File: src/rtl/noekeon_pkg.sv
// rtl/noekeon_pkg.sv - shared state encoding and default round parameters for the Noekeon controller
package noekeon_pkg;

  typedef enum logic [2:0] {
    IDLE     = 3'd0,
    KEY_RUN  = 3'd1,
    KEY_LAST = 3'd2,
    ENC_RUN  = 3'd3,
    ENC_LAST = 3'd4,
    DEC_RUN  = 3'd5,
    DEC_LAST = 3'd6,
    HOLD     = 3'd7
  } ctrlState_e;

  localparam int ROUNDS_DEF = 16;
  localparam int RN_W_DEF   = 5;

  // Counter value on which a forward run hands over to its LAST state
  function automatic int lastRoundIdx(input int rounds);
    return rounds - 1;
  endfunction

  localparam int LAST_ROUND_DEF = lastRoundIdx(ROUNDS_DEF);

endpackage

File: src/rtl/noekeon_round_cnt.sv
// rtl/noekeon_round_cnt.sv - loadable up/down round counter; load wins over inc, inc over dec
module noekeon_round_cnt #(
  parameter int RN_W = 5
) (
  input  logic            clk,
  input  logic            reset,
  input  logic            load,
  input  logic [RN_W-1:0] loadValue,
  input  logic            inc,
  input  logic            dec,
  output logic [RN_W-1:0] count
);

  always_ff @(posedge clk) begin
    if (reset) begin
      count <= '0;
    end else if (load) begin
      count <= loadValue;
    end else if (inc) begin
      count <= count + 1'b1;
    end else if (dec) begin
      count <= count - 1'b1;
    end
  end

endmodule

File: src/rtl/noekeon_round_ctrl.sv
// rtl/noekeon_round_ctrl.sv - Noekeon round-sequencing controller with key tracking and output hold
// Optional abort support is built when NOEKEON_CTRL_ABORT_EN is defined.
module noekeon_round_ctrl
  import noekeon_pkg::*;
#(
  parameter int ROUNDS = ROUNDS_DEF,
  parameter int RN_W   = RN_W_DEF
) (
  input  logic            inClk,
  input  logic            inReset,
  input  logic            inMode,
  input  logic            inDecipher,
  input  logic            inKeyWr,
  input  logic            inDataWr,
  input  logic            inOutAck,
  input  logic            inAbort,
  output logic            outBusy,
  output logic            outKeyWrExt,
  output logic            outKeyWrCipher,
  output logic            outDataWrKey,
  output logic            outDataWrExt,
  output logic            outDataWrInt,
  output logic [RN_W-1:0] outRoundNumber,
  output logic            outRegOutDataWr,
  output logic            outIntDecipher,
  output logic            outResetKey,
  output logic            outKeyReady,
  output logic            outValid
);

  localparam logic [RN_W-1:0] LAST_IDX   = RN_W'(lastRoundIdx(ROUNDS));
  localparam logic [RN_W-1:0] ROUNDS_VAL = RN_W'(ROUNDS);
  localparam logic [RN_W-1:0] ONE_VAL    = RN_W'(1);

  ctrlState_e      state, nextState;
  logic            keyReady, decipher;
  logic            cntLoad, cntInc, cntDec;
  logic [RN_W-1:0] cntLoadValue;
  logic            abortNow;

`ifdef NOEKEON_CTRL_ABORT_EN
  assign abortNow = inAbort && (state != IDLE);
`else
  logic unusedAbort;
  assign unusedAbort = inAbort;
  assign abortNow    = 1'b0;
`endif

  noekeon_round_cnt #(.RN_W(RN_W)) uRoundCnt (
    .clk       (inClk),
    .reset     (inReset),
    .load      (cntLoad),
    .loadValue (cntLoadValue),
    .inc       (cntInc),
    .dec       (cntDec),
    .count     (outRoundNumber)
  );

  always_ff @(posedge inClk) begin
    if (inReset) begin
      state    <= IDLE;
      keyReady <= 1'b0;
      decipher <= 1'b0;
    end else begin
      state <= nextState;
      if (outKeyWrExt || outKeyWrCipher) keyReady <= 1'b1;
      if (outDataWrKey) begin
        keyReady <= 1'b0;
        decipher <= 1'b0;
      end
      if (outDataWrExt) decipher <= inDecipher;
    end
  end

  always_comb begin
    nextState       = state;
    cntLoad         = 1'b0;
    cntLoadValue    = '0;
    cntInc          = 1'b0;
    cntDec          = 1'b0;
    outKeyWrExt     = 1'b0;
    outKeyWrCipher  = 1'b0;
    outDataWrKey    = 1'b0;
    outDataWrExt    = 1'b0;
    outDataWrInt    = 1'b0;
    outRegOutDataWr = 1'b0;
    outValid        = 1'b0;

    case (state)
      IDLE: begin
        // A key request always shadows a simultaneous data request
        if (inKeyWr) begin
          if (!inMode) begin
            outKeyWrExt = 1'b1;
          end else begin
            outDataWrKey = 1'b1;
            cntLoad      = 1'b1;
            nextState    = KEY_RUN;
          end
        end else if (inDataWr && keyReady) begin
          outDataWrExt = 1'b1;
          cntLoad      = 1'b1;
          if (inDecipher) begin
            cntLoadValue = ROUNDS_VAL;
            nextState    = DEC_RUN;
          end else begin
            nextState = ENC_RUN;
          end
        end
      end
      KEY_RUN, ENC_RUN: begin
        outDataWrInt = 1'b1;
        cntInc       = 1'b1;
        if (outRoundNumber == LAST_IDX) begin
          nextState = (state == KEY_RUN) ? KEY_LAST : ENC_LAST;
        end
      end
      DEC_RUN: begin
        outDataWrInt = 1'b1;
        cntDec       = 1'b1;
        if (outRoundNumber == ONE_VAL) nextState = DEC_LAST;
      end
      KEY_LAST: begin
        outKeyWrCipher = 1'b1;
        nextState      = IDLE;
      end
      ENC_LAST, DEC_LAST: begin
        outRegOutDataWr = 1'b1;
        nextState       = HOLD;
      end
      HOLD: begin
        outValid = 1'b1;
        if (inOutAck) nextState = IDLE;
      end
      default: nextState = IDLE;
    endcase

    if (abortNow) begin
      nextState    = IDLE;
      cntLoad      = 1'b1;
      cntLoadValue = '0;
      cntInc       = 1'b0;
      cntDec       = 1'b0;
    end

    // Reset and abort cycles must not disturb any datapath register
    if (abortNow || inReset) begin
      outKeyWrExt     = 1'b0;
      outKeyWrCipher  = 1'b0;
      outDataWrKey    = 1'b0;
      outDataWrExt    = 1'b0;
      outDataWrInt    = 1'b0;
      outRegOutDataWr = 1'b0;
    end
  end

  assign outResetKey    = inReset || ((state == IDLE) && inKeyWr && inMode);
  assign outBusy        = (state != IDLE);
  assign outKeyReady    = keyReady;
  assign outIntDecipher = decipher;

endmodule

File: config.mk
export PLATFORM = sky130hd
export DESIGN_NAME = noekeon_round_ctrl
export DESIGN_NICKNAME = d
export VERILOG_FILES = /design/src/rtl/noekeon_pkg.sv /design/src/rtl/noekeon_round_cnt.sv /design/src/rtl/noekeon_round_ctrl.sv
export SDC_FILE = /design/constraint.sdc
export NUM_CORES = 1
export LEC_CHECK = 0
export ABC_AREA = 1
export ABC_CLOCK_PERIOD_IN_PS = 3200
export CORE_MARGIN = 5
export CORE_UTILIZATION = 50
export DETAILED_ROUTE_END_ITERATION = 8
export GPL_ROUTABILITY_DRIVEN = 0
export PLACE_DENSITY = 0.89
export SLEW_MARGIN = 20
export SYNTH_ARGS = -nofsm -noshare
export SYNTH_HDL_FRONTEND = slang
export SYNTH_HIERARCHICAL = 1
export SYNTH_SLANG_ARGS = --single-unit
File: constraint.sdc
create_clock -name inClk -period 3.2 [get_ports inClk]
set_input_delay 0.32 -clock inClk [delete_from_list [all_inputs] [get_ports inClk]]
set_output_delay 0.32 -clock inClk [all_outputs]
set_load 0.01 [all_outputs]
==> qor.csv <==
metric,value,unit
status,completed,
Crit. End Element,output pin,
Total GRT Usage,18.2,%
fill cell count,167,
Min-Delay Startpoint,outIntDecipher,
Hold Crit Class,reg -> reg,
remaining antenna violation count,0,
combinational share of power,69.3,%
CP startpoint kind,input port,
critical path type,in -> out,
DIE AREA,2720,sq um
WL per Instance,12.7,um
max cap viols,0,
# DRC,0,
number of synthesized flops with an enable pin,0,
core box area,1710,sq um
CTS Sinks,10,
Synth async-reset ratio,0,%
Sw Share,51.7,%
largest net degree at the start of global routing,12,
initial antenna violation count,0,
largest fanout on the critical path,11,
Clock Power Share,7.8,%
CTS tree,yes,
pre-CTS setup slack,904,ps
fin crit period,2330,ps
Reg2Reg Launch Point,state[0],
number of global-route vias before repair,918,
Row Count,15,
CP arrival,2010,ps
Final Cycle Share,72.9,%
initial core utilization,51.9,%
Synth top cells by count,"nand2_1 (33), nor2_1 (19), inv_1 (15)",
CTS buffer count,3,
register area share after synthesis,22.6,%
Nets,179,
DP Wirelength,1840,um
Final Max Tran Viols,0,
first-pass GRT wire length,3760,um
grt ovf,0,
Synth Register Bits,10,
Yosys top cell by area,dfxtp_1,
I/O Pins,24,
H-tree Lvls,1,
YS warnings,6,
dpl cells,187,
WHS,477,ps
Slew headroom,65.4,%
internal power,556,uW
RSZ-0062 raised after global routing,false,
cell leakage power,0.515,nW
actual slew at the worst max-slew pin,517,ps
crit path launch,inReset,
IO buf count,22,
final setup fails,0,
peak supply drop,558,uV
# resized after CTS,0,
DRT Pass-1 Iters,4,
Synth top area share,22.6,%
Max Fclk,429,MHz
share of layout cells above drive strength 1,18.2,%
most numerous cell in the Yosys netlist,nand2_1,
mean post-synth cell area,6.43,sq um
Synth-to-Final Area Change,30.9,%
synth unique cells,32,
clock slew at reported path FFs,60,ps
post-route insts no fill,190,
Initial DRC Count,31,
ys flop type,dfxtp_1,
Psw,594,uW
total negative slack,0,ps
PD cells,991,nW/um^2
clk buf depth,2,
Crit path required time,2880,ps
mapped cell area,887,sq um
final WL,2420,um
Vert. Die Dim,52.1,um
PnR worst setup slack,867,ps
die width,52.1,um
sequential share of power,23.0,%
Clock Tree Root,clkbuf_4,
worst clock skew,4.58,ps
Via Count,975,
Post-Syn Instances,138,
total power,1.15,mW
CTS Hold Bufs,0,
Clock Latency Late Sink,270,ps
final hold violation count,0,
vias per std cell,5.13,
Synth area leaders,"dfxtp_1 (23%), nand2_1 (14%), nor2_1 (8.0%)",
ant diodes,0,
post-CTS setup buffer count,0,
cell families after synthesis:
family          Yosys count  synth area share (%)
buf+inv                  22                  10.6
fa+ha+maj                 4                  6.49
flops                    10                  22.6
compound gates           14                  10.2
other cells               1                 0.423
simple gates             87                  49.8
cell usage in the layout, fill, tap and decap left out, types with 2 or more instances in the layout:
cell type         n
nor3_1            3
conb_1            4
nand3_1          10
a21oi_2           3
o21bai_1          2
dfxtp_1          10
a21oi_1           4
nand2_1          33
inv_2             4
clkbuf_4          3
clkdlybuf4s50_1  22
nand2_2           4
ha_1              3
nand3_4           2
o21ai_1           2
nor2_1           19
nor2_2            7
inv_1            15
metal layers:
metal / GRT usage, % / vias up / part of all wire (%)
li1: - / 491 / -
met1: 19.7 / 429 / 42
met2: 34.3 / 47 / 48
met3: 2.58 / 8 / 7.4
met4: 7.86 / 0 / 1.9
met5: 0 / - / 0
critical path: stages:
cell	delay, ps
clkdlybuf4s50_1	790
inv_1	220
nand2_1	130
clkdlybuf4s50_1	540
worst paths after layout:
check / to / cells after the start / slack (ps)
hold / removal: outIntDecipher / 2 / 480
setup reg to reg: uRoundCnt/count[4] / 9 / 1210
hold reg to reg: outIntDecipher / 2 / 480
setup / recovery: outResetKey / 4 / 870
sequential cells by signal, indices dropped and copies added, names as in the netlist:
signal,count
outKeyReady,1
outIntDecipher,1
state,3
uRoundCnt/count,5
metrics by stage:
stage                     area [sq um]  utilization, %
final                             1160            68.0
after global routing              1160            68.0
after CTS                         1160            68.0
after detailed placement          1140            66.7
after global placement            1140            66.7
after floorplan                    898               -
final cells by class:
class	count	area, sq um	share of cell area [%]
Tap cell	25	31.3	2.69
Clock buffer	3	22.5	1.94
Inverter	21	82.6	7.11
Multi-Input combinational cell	109	604	52.0
Timing Repair Buffer	22	220	19.0
Sequential cell	10	200	17.2
power by group through the flow:
stage          clock network, mW  registers, mW  logic [mW]
6_report                  0.0892          0.265       0.797
5_1_grt                   0.0933          0.270       0.886
4_1_cts                   0.0877          0.261       0.791
3_5_place_dp                   0          0.263       0.786
3_3_place_gp                   0          0.260       0.746
2_1_floorplan                  0          0.245       0.580
No activity file was read; power rests on OpenSTA's default activity.
